[src/rtl/fifo_read_ctrl_if.sv]
// Read-side bus of the async FIFO: RAM read port towards the dual-clock RAM plus
// the valid/ready output stream towards the consumer.
interface fifo_read_ctrl_if #(
    parameter int unsigned FIFO_WIDTH     = 8,
    parameter int unsigned FIFO_DEPTH_BIT = 4
);
    logic                      r_en;
    logic [FIFO_DEPTH_BIT-1:0] read_addr;
    logic [FIFO_WIDTH-1:0]     data_read;
    logic [FIFO_WIDTH-1:0]     dout;
    logic                      dout_valid;
    logic                      dout_ready;

    modport master (
        output r_en,
        output read_addr,
        input  data_read,
        output dout,
        output dout_valid,
        input  dout_ready
    );

    modport slave (
        input  r_en,
        input  read_addr,
        output data_read,
        input  dout,
        input  dout_valid,
        output dout_ready
    );
endinterface

[src/rtl/fifo_read_ctrl.sv]
// Async FIFO read-domain controller: syncs the Gray write pointer, owns the read
// pointer, issues RAM reads and presents words through a 2-entry output buffer.
module fifo_read_ctrl #(
    parameter int unsigned FIFO_WIDTH     = 8,
    parameter int unsigned FIFO_DEPTH     = 16,
    parameter int unsigned FIFO_DEPTH_BIT = 4
) (
    input  logic                    r_clk,
    input  logic                    r_rst_n,
    input  logic [FIFO_DEPTH_BIT:0] w_ptr_gray,
    output logic [FIFO_DEPTH_BIT:0] r_ptr_gray,
    output logic                    flag_empty,
    output logic [FIFO_DEPTH_BIT:0] level,
    fifo_read_ctrl_if.master        bus
);

    localparam int unsigned PTR_W = FIFO_DEPTH_BIT + 1;

    if (FIFO_DEPTH != (32'd1 << FIFO_DEPTH_BIT)) begin : g_depth_check
        $error("FIFO_DEPTH must equal 2**FIFO_DEPTH_BIT");
    end

    typedef enum logic [1:0] {
        BUF_EMPTY = 2'd0,
        BUF_ONE   = 2'd1,
        BUF_TWO   = 2'd2
    } buf_state_e;

    logic [PTR_W-1:0]      wq1_q;
    logic [PTR_W-1:0]      wq2_q;
    logic [PTR_W-1:0]      wq2_bin;
    logic [PTR_W-1:0]      r_ptr_bin_q;
    logic [PTR_W-1:0]      r_ptr_bin_d;
    logic [PTR_W-1:0]      r_ptr_gray_q;
    logic [PTR_W-1:0]      r_ptr_gray_d;
    logic                  inflight_q;
    logic                  inflight_d;
    buf_state_e            buf_state_q;
    logic [FIFO_WIDTH-1:0] dout_q;
    logic [FIFO_WIDTH-1:0] skid_q;
    logic [2:0]            occupancy;
    logic                  pop;
    logic                  rd_issue;

    always_comb begin
        wq2_bin = '0;
        for (int unsigned i = 0; i < PTR_W; i++) begin
            wq2_bin[i] = ^(wq2_q >> i);
        end
    end

    assign flag_empty = (r_ptr_gray_q == wq2_q);
    assign level      = wq2_bin - r_ptr_bin_q;
    assign r_ptr_gray = r_ptr_gray_q;

    assign pop       = (buf_state_q != BUF_EMPTY) && bus.dout_ready;
    assign occupancy = 3'(buf_state_q) + 3'(inflight_q);

    // A pop this cycle frees a slot for the word issued now, which is what keeps
    // a steady stream at one word per cycle with only two buffer entries.
    assign rd_issue = !flag_empty &&
                      ((occupancy < 3'd2) || ((occupancy == 3'd2) && pop));

    always_comb begin
        r_ptr_bin_d  = r_ptr_bin_q + PTR_W'(rd_issue);
        r_ptr_gray_d = r_ptr_bin_d ^ (r_ptr_bin_d >> 1);
        inflight_d   = rd_issue;
    end

    always_ff @(posedge r_clk or negedge r_rst_n) begin
        if (!r_rst_n) begin
            wq1_q        <= '0;
            wq2_q        <= '0;
            r_ptr_bin_q  <= '0;
            r_ptr_gray_q <= '0;
            inflight_q   <= 1'b0;
        end else begin
            wq1_q        <= w_ptr_gray;
            wq2_q        <= wq1_q;
            r_ptr_bin_q  <= r_ptr_bin_d;
            r_ptr_gray_q <= r_ptr_gray_d;
            inflight_q   <= inflight_d;
        end
    end

    // Output buffer: dout_q is the head, skid_q the second entry. A capture that
    // coincides with a pop fills the slot the pop frees, keeping order.
    always_ff @(posedge r_clk or negedge r_rst_n) begin
        if (!r_rst_n) begin
            buf_state_q <= BUF_EMPTY;
            dout_q      <= '0;
            skid_q      <= '0;
        end else begin
            case (buf_state_q)
                BUF_EMPTY: begin
                    if (inflight_q) begin
                        dout_q      <= bus.data_read;
                        buf_state_q <= BUF_ONE;
                    end
                end
                BUF_ONE: begin
                    if (inflight_q) begin
                        if (pop) begin
                            dout_q <= bus.data_read;
                        end else begin
                            skid_q      <= bus.data_read;
                            buf_state_q <= BUF_TWO;
                        end
                    end else if (pop) begin
                        buf_state_q <= BUF_EMPTY;
                    end
                end
                BUF_TWO: begin
                    if (pop) begin
                        dout_q <= skid_q;
                        if (inflight_q) begin
                            skid_q <= bus.data_read;
                        end else begin
                            buf_state_q <= BUF_ONE;
                        end
                    end
                end
                default: begin
                    buf_state_q <= BUF_EMPTY;
                end
            endcase
        end
    end

    assign bus.r_en       = rd_issue;
    assign bus.read_addr  = r_ptr_bin_q[FIFO_DEPTH_BIT-1:0];
    assign bus.dout       = dout_q;
    assign bus.dout_valid = (buf_state_q != BUF_EMPTY);

endmodule

[src/flat_wrapper.sv]
// flat-port wrapper written by rule: the top's interface ports become plain ports
module fifo_read_ctrl_flat 
#(
    parameter int unsigned FIFO_WIDTH     = 8,
    parameter int unsigned FIFO_DEPTH     = 16,
    parameter int unsigned FIFO_DEPTH_BIT = 4
)
  (r_clk, r_rst_n, w_ptr_gray, r_ptr_gray, flag_empty, level, bus_r_en, bus_read_addr, bus_data_read, bus_dout, bus_dout_valid, bus_dout_ready);
  fifo_read_ctrl_if #(.FIFO_WIDTH(FIFO_WIDTH), .FIFO_DEPTH_BIT(FIFO_DEPTH_BIT)) bus_i ();
  input  logic r_clk;
  input  logic r_rst_n;
  input  logic [FIFO_DEPTH_BIT:0] w_ptr_gray;
  output logic [FIFO_DEPTH_BIT:0] r_ptr_gray;
  output logic flag_empty;
  output logic [FIFO_DEPTH_BIT:0] level;
  output wire logic [$bits(bus_i.r_en)-1:0] bus_r_en;
  output wire logic [$bits(bus_i.read_addr)-1:0] bus_read_addr;
  input wire logic [$bits(bus_i.data_read)-1:0] bus_data_read;
  output wire logic [$bits(bus_i.dout)-1:0] bus_dout;
  output wire logic [$bits(bus_i.dout_valid)-1:0] bus_dout_valid;
  input wire logic [$bits(bus_i.dout_ready)-1:0] bus_dout_ready;
  assign bus_r_en = bus_i.r_en;
  assign bus_read_addr = bus_i.read_addr;
  assign bus_i.data_read = bus_data_read;
  assign bus_dout = bus_i.dout;
  assign bus_dout_valid = bus_i.dout_valid;
  assign bus_i.dout_ready = bus_dout_ready;
  fifo_read_ctrl #(.FIFO_WIDTH(FIFO_WIDTH), .FIFO_DEPTH(FIFO_DEPTH), .FIFO_DEPTH_BIT(FIFO_DEPTH_BIT)) u_core (.r_clk(r_clk), .r_rst_n(r_rst_n), .w_ptr_gray(w_ptr_gray), .r_ptr_gray(r_ptr_gray), .flag_empty(flag_empty), .level(level), .bus(bus_i));
endmodule
[config.mk]
export PLATFORM = sky130hd
export DESIGN_NAME = fifo_read_ctrl_flat
export DESIGN_NICKNAME = d
export VERILOG_FILES = /design/src/rtl/fifo_read_ctrl_if.sv /design/src/rtl/fifo_read_ctrl.sv /design/src/flat_wrapper.sv
export SDC_FILE = /design/constraint.sdc
export NUM_CORES = 1
export LEC_CHECK = 0
export BUFFER_PORTS_ARGS = -buffer_cell sky130_fd_sc_hd__buf_2
export CORE_AREA = 10 10 76 78
export DETAILED_ROUTE_END_ITERATION = 10
export DIE_AREA = 0 0 86 88
export PLACE_DENSITY = 0.77
export SYNTH_ARGS = -nofsm -noshare
export SYNTH_HDL_FRONTEND = slang
export SYNTH_SLANG_ARGS = --single-unit
[constraint.sdc]
create_clock -name r_clk -period 2.4 [get_ports r_clk]
set_input_delay 0.48 -clock r_clk [delete_from_list [all_inputs] [get_ports r_clk]]
set_output_delay 0.48 -clock r_clk [all_outputs]
set_load 0.01 [all_outputs]
# Word level (Yosys, flattened, before mapping)
# Index checks and enable logic that the tools add are counted.
[word_totals] reg_bits=39 inputBits=16 output_inout_bits=25 wordCells=59
[classes] n_addsub=3 n_lt_le_gt_ge=1 eq_ne=13 mux=16 n_bitwise=1 reduce_logical=17
[ops] cell="$mux 8" count=7
[ops] cell="$reduce_xor 5->1" count=5
[ops] cell="$pmux 8 s3" count=1
[ops] cell="$pmux 8 s2" count=1
[ops] cell="$reduce_and 5->1" count=3
[ops] cell="$mux 2" count=6
[ops] cell="$ne 2x1->1 const B" count=5
[ops] cell="$pmux 2 s3" count=1
[ops] cell="$add 5x1->5" count=1
[ops] cell="$eq 5x5->1" count=1
[ops] cell="$sub 5x5->5" count=1
[ops] cell="$xor 5x4->5" count=1
[ops] cell="$ne 2x2->1 const B" count=2
[ops] cell="$reduce_bool 2->1" count=2
[ops] cell="$add 2x1->3" count=1
[ops] cell="$eq 3x2->1 const B" count=1
[ops] cell="$logic_and 1x1->1" count=3
[ops] cell="$lt 3x2->1 const B" count=1
[ops] cell="$ne 3x1->1 const B" count=1
[ops] cell="$ne 3x3->1 const B" count=1
[ops] cell="$reduce_bool 3->1" count=1
[ops] cell="$eq 2x1->1 const B" count=1
[ops] cell="$eq 2x2->1 const B" count=1
[ops] cell="$logic_not 2->1" count=1
[ops] cell="2 further kinds" count=2

# Depth between registers and ports, before layout
[depth] depth_word=7 ltp_mapped=10 mapped_depth_nobuf=10

# Worst setup path before layout
# Ideal clock, no wire load.
[synth_path] path_type="register to output" startpoint="register u_core.wq2_q[3]" endpoint="output level[4]" arrival_ns=2.153 required_time_ns=1.920 setup_slack_ns=-0.233 path_stages_with_launch=11 n_path_buf=0 cell_sequence="dfrtp_1 > xor2_2 > xnor2_2 > xor2_2 > xor2_1 > ha_1 > fa_1 > inv_1 > a21o_1 > a21oi_1 > xor2_1"
[synth_via] elab_chain_cells=2 elab_cells_between_ends=5 classes_between="add/sub (1); reduce/logical (4)"
[synth_lines] element="start, declared" line="fifo_read_ctrl.sv:30" rtl="logic [PTR_W-1:0] wq2_q;"
[synth_lines] element="start signal, assigned" line="fifo_read_ctrl.sv:79" rtl="wq2_q <= wq1_q;"
[synth_lines] element="$reduce_xor 5->1" line="fifo_read_ctrl.sv:48" rtl="wq2_bin[i] = ^(wq2_q >> i);"
[synth_lines] element="$sub 5x5->5 *" line="fifo_read_ctrl.sv:53" rtl="assign level = wq2_bin - r_ptr_bin_q;"
[synth_lines] element="end, declared" line="flat_wrapper.sv:15" rtl="output logic [FIFO_DEPTH_BIT:0] level;"
# Mark *: on every way between the ends. The rest lies on a longest branch, timed or not.

# Worst setup path after layout
# Same ends and word-level chain as after synthesis.

==> impl_metrics.yaml <==
sta:
  finalSetupTns_ns: -2.10
  slew_headroom_pct: 47.1
  holdWs_ns: 0.275
  finClkSkew_ns: 0.00866
  worst_pin_slew_ns: 0.794
  min_period_ns: 3.04
  setup_viol_count_final: 5
  finalHoldViolCount: 0
  layout_setup_ws_ns: -0.640
  max_freq_ghz: 0.329
  slew_violations: 0
  period_share_pct: 127
  rsz0062_at_grt: "true"
synth:
  ys_ff_latch: 38
  yosys_warnings: 0
  syn_area_mm2: 0.00188
  ys_types: 30
  syn_nets: 169
  avgSynthCellArea_um2: 13.7
  ys_seq_area_share_pct: 50.5
  postSynthCellCount: 138
placed_design:
  dpl_worst_slack_ns: -0.402
  portBuffers: 40
  gp_congestion: 0.795
  hpwl_mm: 2.74
floorplan:
  die-area_mm2: 0.00757
  io_pins: 41
  die_h_um: 88
  start_util_pct: 43.9
  fp-row-count: 24
  core_mm2: 0.00429
  die_w_um: 86
global_routing:
  grt_max_degree: 39
  antenna_found_initial: 0
  overflow: 0
  grt_pass1_vias: 1282
  grtUsageTotal_pct: 9.74
  grt_pass1_wl_mm: 5.91
clock_network:
  postCtsHoldBufs: 0
  clk_path_buf_depth: 2
  cts-htree-levels: 2
  insertion_delay_ns: 0.29
  tritoncts: "done"
  cts.clk_slew.worst_paths_ns: 0.07
  clkSinkCount: 38
  clockRootBuffer: "clkbuf_8"
  cts-buffers-inserted: 5
critical_path:
  critPathLaunchType: "register"
  slowest_delay_ns: 0.42
  cp.depth: 11
  crit_path_end: "level[4]"
  cp_max_fo: 2
  crit_family: "XOR/XNOR gates"
  path_class: "register to primary output"
  critPathRequiredTime_ns: 1.92
  reg2reg_from: "u_core.buf_state_q[0]"
  crit_path_end_kind: "primary output"
  worst_ep_arrival_time_ns: 2.56
  timing.rr.end: "u_core.r_ptr_gray[3]"
  critPathMostFrequentCell: "xor2_2"
  worstPathCellList: "xor2_2, xnor2_2, xor2_2, xor2_1, ha_2, fa_2, inv_1, a21o_1, a21oi_2, xor2_2, buf_2"
  crit_buf_inv: 2
  reg2reg_depth: 10
  startpoint: "u_core.wq2_q[3]"
  slowest_stage: "dfrtp_1"
  r2r_slack_ns: 0.15
run:
  drv_cap: 0
worst_hold_path:
  hp-class: "input port to async pin"
routing:
  postRouteWirelength_mm: 3.49
  vias: 1161
  drt-initial-drc-count: 35
  dr.pass1.iters: 2
  detail_route.wl_per_cell_um: 14.2
  post-route-drc-count: 0
  routed_via_density: 4.72
  ant_nets: 0
power:
  p_per_area_mw_per_mm2: 1580
  power_mw: 3.78
  vdd_drop_max_uv: 589
  leakage_nw: 1.16
finish:
  mostFrequentLayoutCells: "buf_2, dfrtp_1, mux2_2"
  layout-drive-gt1-share_pct: 51.5
  fin_nets: 224
  n_antenna_cell: 0
  fin_util_pct: 55.9
  area_growth_pct: 27.4
outcome:
  outcome: "finished with violations"
  violations: "negative setup slack"
## worst min-delay path by stage
stage               slack [ns]             from                    end  cells after the start
floorplan                 0.18          r_rst_n  u_core.buf_state_q[0]                      0
CTS                       0.29    w_ptr_gray[1]        u_core.wq1_q[1]                      1
finish                    0.28          r_rst_n        u_core.wq1_q[3]                      1
detailed placement        0.33  u_core.wq1_q[4]        u_core.wq2_q[4]                      0
global placement          0.33  u_core.wq1_q[3]        u_core.wq2_q[3]                      0
global route              0.28    w_ptr_gray[0]        u_core.wq1_q[0]                      1
## per-stage QoR
step           instances  instance area, µm²
4_1_cts              245                2380
6_report             246                2400
2_1_floorplan        138                1900
5_1_grt              246                2400
3_5_place_dp         235                2200
3_3_place_gp         235                2200
## cell usage after synthesis (all sizes together)
master	instances	share of area (%)
dfrtp	38	50
mux2	24	15
inv	15	3.0
ha	14	9.3
xnor2	11	5.5
xor2	8	4.5
nor2	4	0.80
a21oi	3	0.80
a21o	2	0.80
mux2i	2	1.1
nand3	2	0.53
o21bai	2	1.4
a211oi	1	0.66
a21boi	1	1.0
a31oi	1	0.33
buf	1	0.60
fa	1	1.1
nand2	1	0.20
nand2b	1	0.33
nand3b	1	0.40
nand4	1	0.33
nor2b	1	0.46
o21ai	1	0.86
o22a	1	0.53
o22ai	1	0.33
## sequential cells by signal, indices dropped and copies added, names as in the netlist
signal / cells
u_core.bus.dout: 8
u_core.skid_q: 8
u_core.r_ptr_bin_q: 5
u_core.wq1_q: 5
u_core.wq2_q: 5
u_core.r_ptr_gray: 4
u_core.buf_state_q: 2
u_core.inflight_q: 1
## cells by family (layout without fill, tap and decap cells)
kind of cell | Yosys count | in the layout | share of synthesized area, %
xor+xnor | 19 | 19 | 10.0
fa+ha+maj | 15 | 15 | 10.4
simple gates | 11 | 11 | 3.05
compound gates | 13 | 13 | 6.71
mux | 26 | 26 | 15.8
flops | 38 | 38 | 50.5
buf+inv | 16 | 72 | 3.59
## area by class of cell
cell class                 count  area, µm²
fill                         364       1890
sequential                    38        951
multi-input combinational     84        901
timing repair buffer          49        284
clock buffer                   6       82.6
tap                           52       65.1
clock inverter                 2       60.1
inverter                      15       56.3
## metal layers
metal / up-vias / global-route usage (%) / part of all wire, %
li1: 573 / - / -
met1: 562 / 10.6 / 40
met2: 19 / 16.8 / 54
met3: 7 / 2.14 / 3.4
met4: 0 / 6.29 / 2.2
met5: - / 0 / 0
## timing repair
item	in CTS	in global routing
pin swaps	6	1
setup endpoints to repair	5	8
gates cloned	0	0
buffers inserted	3	1
resized for setup	5	3
## worst reg2reg max path, stage by stage (launching register included)
cell     delay [ns]
dfrtp_1        0.44
inv_1          0.12
ha_1           0.23
nor2b_2        0.19
a31oi_1        0.11
nor2_1         0.16
ha_1           0.21
ha_1           0.23
nand3_1        0.11
xnor2_1        0.24
xnor2_1        0.15
## report_power, final
part	leakage, nW	internal [mW]	switching [mW]
Combinational	0.643	1.06	0.960
Sequential	0.445	0.916	0.187
Clock	0.0714	0.443	0.217
Note: power is estimated with default switching activity, not from simulation.
